File: config.mk
export PLATFORM = sky130hd
export DESIGN_NAME = tdc_phase_decoder
export DESIGN_NICKNAME = d
export VERILOG_FILES = /design/src/rtl/tdc_phase_decoder.sv
export SDC_FILE = /design/constraint.sdc
export NUM_CORES = 1
export LEC_CHECK = 0
export ABC_AREA = 1
export ABC_CLOCK_PERIOD_IN_PS = 7350
export CAP_MARGIN = 10
export CORE_MARGIN = 2
export CORE_UTILIZATION = 60
export DETAILED_ROUTE_END_ITERATION = 7
export PLACE_DENSITY = 0.86
export SLEW_MARGIN = 30
export SYNTH_ARGS = -nofsm -noshare
export SYNTH_HDL_FRONTEND = slang
export SYNTH_SLANG_ARGS = --single-unit
File: constraint.sdc
create_clock -name clk -period 7.35 [get_ports clk]
set_input_delay 1.1025 -clock clk [delete_from_list [all_inputs] [get_ports clk]]
set_output_delay 1.1025 -clock clk [all_outputs]
set_load 0.01 [all_outputs]
File: src/rtl/tdc_phase_decoder.sv
// TDC phase decoder: turns the sampled 16-phase ring vector and the ripple
// count into a {coarse, fine} phase word. It then produces the wrap-aware
// per-sample increment and an unwrapped phase accumulator for the ADPLL.
// Pipeline: stage 0 captures the inputs, stage 1 decodes, stage 2 differences
// and accumulates. Sample-to-valid latency is 2 cycles.
module tdc_phase_decoder #(
    parameter int COARSE_W = 7,
    parameter int FINE_W   = 5,
    parameter int ACC_W    = 20,
    parameter int ERR_W    = 8
) (
    input  logic                         clk,
    input  logic                         rst_n,
    input  logic                         en,
    input  logic                         acc_clr,
    input  logic [COARSE_W-1:0]          ripple_count,
    input  logic [15:0]                  phase,
    output logic [COARSE_W+FINE_W-1:0]   phase_word,
    output logic [COARSE_W+FINE_W-1:0]   dphase,
    output logic [ACC_W-1:0]             phase_acc,
    output logic                         valid,
    output logic                         code_err,
    output logic [ERR_W-1:0]             err_cnt
);

    localparam int W = COARSE_W + FINE_W;

    // Pipeline state
    logic [1:0]          vld_q;         // [0]: stage-0 sample held, [1]: stage-1 word held
    logic [COARSE_W-1:0] s0_cnt_q;
    logic [15:0]         s0_phase_q;
    logic [W-1:0]        word_q;
    logic                code_err_q;
    logic [W-1:0]        prev_q;
    logic                primed_q;
    logic [W-1:0]        dphase_q;
    logic                valid_q;
    logic [ACC_W-1:0]    acc_q;
    logic [ERR_W-1:0]    err_q;

    // Combinational decode / difference results
    logic [4:0]          pop_d;
    logic [3:0]          trans_d;
    logic [FINE_W-1:0]   fine_d;
    logic                bubble_d;
    logic [W-1:0]        dphase_d;
    logic [ACC_W-1:0]    dphase_ext_d;

    // Fine decode of the captured ring vector: popcount gives the Johnson
    // position, and phase[15] tells the filling half from the draining half.
    // A clean Johnson code has at most one transition along 0..15.
    always_comb begin
        pop_d   = '0;
        trans_d = '0;
        for (int i = 0; i < 16; i++) pop_d = pop_d + 5'(s0_phase_q[i]);
        for (int i = 0; i < 15; i++) trans_d = trans_d + 4'(s0_phase_q[i] ^ s0_phase_q[i+1]);
        if (!s0_phase_q[15])
            fine_d = FINE_W'(pop_d);
        else if (pop_d == 5'd16)
            fine_d = FINE_W'(5'd16);
        else
            fine_d = FINE_W'(6'd32 - {1'b0, pop_d});
        bubble_d = (trans_d > 4'd1);
    end

    // Modular difference; the top bit of the word-width result is the sign
    always_comb begin
        dphase_d     = word_q - prev_q;
        dphase_ext_d = {{(ACC_W-W){dphase_d[W-1]}}, dphase_d};
    end

    // Pipeline stages; en low freezes data, drops in-flight samples and forces re-priming
    always_ff @(posedge clk or negedge rst_n) begin
        if (!rst_n) begin
            vld_q      <= '0;
            s0_cnt_q   <= '0;
            s0_phase_q <= '0;
            word_q     <= '0;
            code_err_q <= 1'b0;
            prev_q     <= '0;
            primed_q   <= 1'b0;
            dphase_q   <= '0;
            valid_q    <= 1'b0;
        end else begin
            valid_q <= 1'b0;
            if (!en) begin
                vld_q    <= '0;
                primed_q <= 1'b0;
            end else begin
                vld_q      <= {vld_q[0], 1'b1};
                s0_cnt_q   <= ripple_count;
                s0_phase_q <= phase;
                if (vld_q[0]) begin
                    word_q     <= {s0_cnt_q, fine_d};
                    code_err_q <= bubble_d;
                end
                if (vld_q[1]) begin
                    prev_q <= word_q;
                    if (primed_q) begin
                        dphase_q <= dphase_d;
                        valid_q  <= 1'b1;
                    end else begin
                        // First sample of a run only seeds the reference word
                        dphase_q <= '0;
                        primed_q <= 1'b1;
                    end
                end
            end
        end
    end

    // Unwrapped phase accumulator; a clear beats a same-cycle increment
    always_ff @(posedge clk or negedge rst_n) begin
        if (!rst_n)
            acc_q <= '0;
        else if (acc_clr)
            acc_q <= '0;
        else if (en && vld_q[1] && primed_q)
            acc_q <= acc_q + dphase_ext_d;
    end

    // Saturating count of bubbled fine codes, one per decoded sample
    always_ff @(posedge clk or negedge rst_n) begin
        if (!rst_n)
            err_q <= '0;
        else if (acc_clr)
            err_q <= '0;
        else if (en && vld_q[0] && bubble_d && (err_q != {ERR_W{1'b1}}))
            err_q <= err_q + 1'b1;
    end

    assign phase_word = word_q;
    assign code_err   = code_err_q;
    assign dphase     = dphase_q;
    assign valid      = valid_q;
    assign phase_acc  = acc_q;
    assign err_cnt    = err_q;

endmodule

==> flow_metrics.py <==
metrics = {
    "outcome": {
        "outcome": "complete, no violations",
    },
    "clock_network": {
        "cts_tree": "built",
        "clockBufferDepth": 2,
        "clk_pin_slew_ns": 0.10,
        "cts-buffers-inserted": 9,
        "cts.sinks": 92,
        "clock_latency_ns": 0.37,
        "cts_htree_levels": 3,
        "holdBufCountCts": 0,
        "post_cts_buffers": 0,
        "cts_resized": 0,
        "cts-root-buf": "clkbuf_8",
    },
    "detailed_routing": {
        "vias_per_cell": 5.45,
        "drtPass1Iterations": 5,
        "drt_iter0_markers": 302,
        "drt-total-wl_mm": 14.1,
        "drc_errors": 0,
        "drtAntennaViolNets": 0,
        "wl_per_cell_microns": 14.7,
        "via_count": 5240,
    },
    "synth": {
        "ys_ff_latch": 92,
        "syn_area_sq_um": 6060,
        "yosys_warnings": 0,
        "synthCells": 744,
        "synth.distinct_cells": 42,
        "async_flop_share_pct": 100,
        "synth_edf_count": 0,
        "syn-num-nets": 834,
        "yosysTopAreaCellShare_pct": 38.0,
        "synth_top_area_cell": "dfrtp_1",
        "syn_avg_cell_area_sq_um": 8.14,
        "ys_top_cells_by_area": "dfrtp_1, nand2_1, ha_1",
        "synth-main-ff-cell": "dfrtp_1",
        "yosysSeqAreaShare_pct": 38.0,
    },
    "sta": {
        "rsz0062_at_grt": "no",
        "fin_tns_setup_ns": 0,
        "setup-violations-final": 0,
        "timing.hold.ws_ns": 0.503,
        "fmax_ghz": 0.200,
        "hold_viol": 0,
        "tightest_slew_ns": 0.791,
        "finalCriticalPeriod_ns": 5.01,
        "final_max_slew_viol_count": 0,
        "min_period_over_period_pct": 68.2,
        "max-slew-margin-rel_pct": 47.3,
        "fin_skew_ns": 0.0118,
    },
    "critical_path": {
        "crit_required_ns": 7.60,
        "r2r-start": "s0_phase_q[1]",
        "path_buf_inv": 5,
        "critPathLaunch": "s0_phase_q[1]",
        "cp-end-kind": "flip-flop",
        "critPathMaxFanout": 7,
        "cp-start-kind": "flip-flop",
        "critPathTopFamily": "adder cells",
        "critPathArrivalTime_ns": 5.26,
        "cp_common_cell": "fa_1",
        "crit_path_cell_trace": "ha_1, inv_1, fa_1, inv_1, fa_1, inv_1, fa_1, fa_1, inv_1, fa_1, fa_1, nor2_1, nand3_1, nand2_4, a21oi_4, inv_2, nor3_1, nor3_1",
        "crit_slowest_cell": "fa_1",
        "critical_path_class": "reg2reg",
        "slowest_delay_ns": 0.55,
    },
    "cells_and_area": {
        "layout-drive-gt1-share_pct": 4.70,
        "layout_commonest_cell": "nand2_1",
        "design_area_sq_um": 7180,
        "area_delta_synth_final_pct": 18.5,
        "fill_cells": 734,
        "n_antenna_cell": 0,
        "most-common-layout-cells": "nand2_1, inv_1, dfrtp_1",
        "fin_util_pct": 73.4,
        "layout.nets": 914,
    },
    "pwr": {
        "power.density_nw_per_um2": 345,
        "p_total_mw": 2.47,
        "peakVddDrop_v": 0.000191,
        "p_leak_nw": 3.67,
    },
    "floorplan": {
        "die_width_microns": 104,
        "rows": 36,
        "num_io_pins": 81,
        "start_util_pct": 62.0,
        "die_h_microns": 104,
        "die_area_sq_um": 10900,
        "core-area_sq_um": 9770,
    },
    "placed_design": {
        "dpl_cell_area_sq_um": 6970,
        "port_buffers": 80,
        "dp_hpwl_mm": 10.6,
        "gp_congestion": 0.982,
    },
    "global_route": {
        "grt_pass1_vias": 5209,
        "gr-total-overflow": 0,
        "grt_max_degree": 65,
        "grt_first_pass_wirelength_mm": 23.7,
        "antenna_found_initial": 0,
        "grtUsageTotal_pct": 26.9,
    },
    "worst_hold_path": {
        "min_from": "prev_q[2]",
        "hold_class": "reg2reg",
    },
    "job": {
        "drv_cap": 0,
    },
}
[stage by stage]
stage	std cells	setup WS (ns)
5_1_grt	962	2.17
4_1_cts	962	2.35
2_1_floorplan	744	2.73
6_report	962	2.34
3_5_place_dp	946	2.42
3_3_place_gp	946	2.59
[final timing paths]
check | slack (ns) | depth (start not counted) | to
min reg2reg | 0.50 | 2 | prev_q[2]
max | 2.34 | 18 | err_cnt[4]
max in group asynchronous | 5.59 | 2 | s0_phase_q[3]
max reg2reg | 2.34 | 18 | err_cnt[4]
min | 0.50 | 2 | prev_q[2]
min in group asynchronous | 0.63 | 1 | valid
[layout make-up]
cell class	count	area (sq um)	share of cell area, %
repair buffers	82	813	11.3
flip-flops and latches	92	2300	32.1
inverters	122	470	6.55
multi-input cells	517	3220	44.8
clock inverters	6	71.3	0.994
well taps	133	166	2.32
clock buffers	10	138	1.92
[logic make-up (layout without fill, tap and decap cells)]
family                     Yosys count  after routing  synth area share, %
and+or+nand+nor                    285            285                 20.2
AOI/OAI and AO/OA                  143            143                 13.5
buffers and inverters              135            220                 8.88
DFF                                 92             92                 38.0
adders and majority gates           63             63                 15.6
xor gates and xnor gates            26             26                 3.76
[power breakdown]
| part | switching, mW | internal (mW) |
|---|---|---|
| registers | 0.0633 | 0.582 |
| logic | 0.889 | 0.575 |
| clock network | 0.194 | 0.170 |
[synthesized netlist by cell type (4+ instances only)]
master,instances
xnor2_1,10
a22o_1,7
clkbuf_1,9
a31oi_1,4
inv_1,117
o21ai_2,4
nand4_1,5
o21ai_1,4
nand2_1,191
nor3_1,10
fa_1,21
ha_1,42
o22ai_1,4
a21o_1,4
o21ai_0,68
nand3_1,30
a21oi_1,36
xor2_1,16
inv_2,4
nand3b_1,5
dfrtp_1,92
nor2_1,31
[worst register-to-register path, delay by kind of cell, from the launching register on]
family / cells / cell delay, ns
flip-flops: 1 / 0.42
buffers and inverters: 5 / 0.34
adder cells (fa/ha/maj): 7 / 3.37
AND/OR/NAND/NOR: 5 / 0.53
AO/OA/AOI/OAI: 1 / 0.21
[layer usage]
layer | global-route usage (%) | vias up | part of all wire [%]
li1 | - | 2549 | -
met1 | 31.5 | 2503 | 41
met2 | 49.2 | 150 | 51
met3 | 4.51 | 38 | 5.0
met4 | 10.1 | 0 | 2.8
met5 | 0 | - | 0
[registers in the layout (all words and copies together), names as in the netlist, 2 cells and up]
signal and count:
prev_q 12, phase_word 12, phase_acc 20, dphase 12, s0_cnt_q 7, err_cnt 8
s0_phase_q 16, vld_q 2
Power figures use the tool's default switching activity.
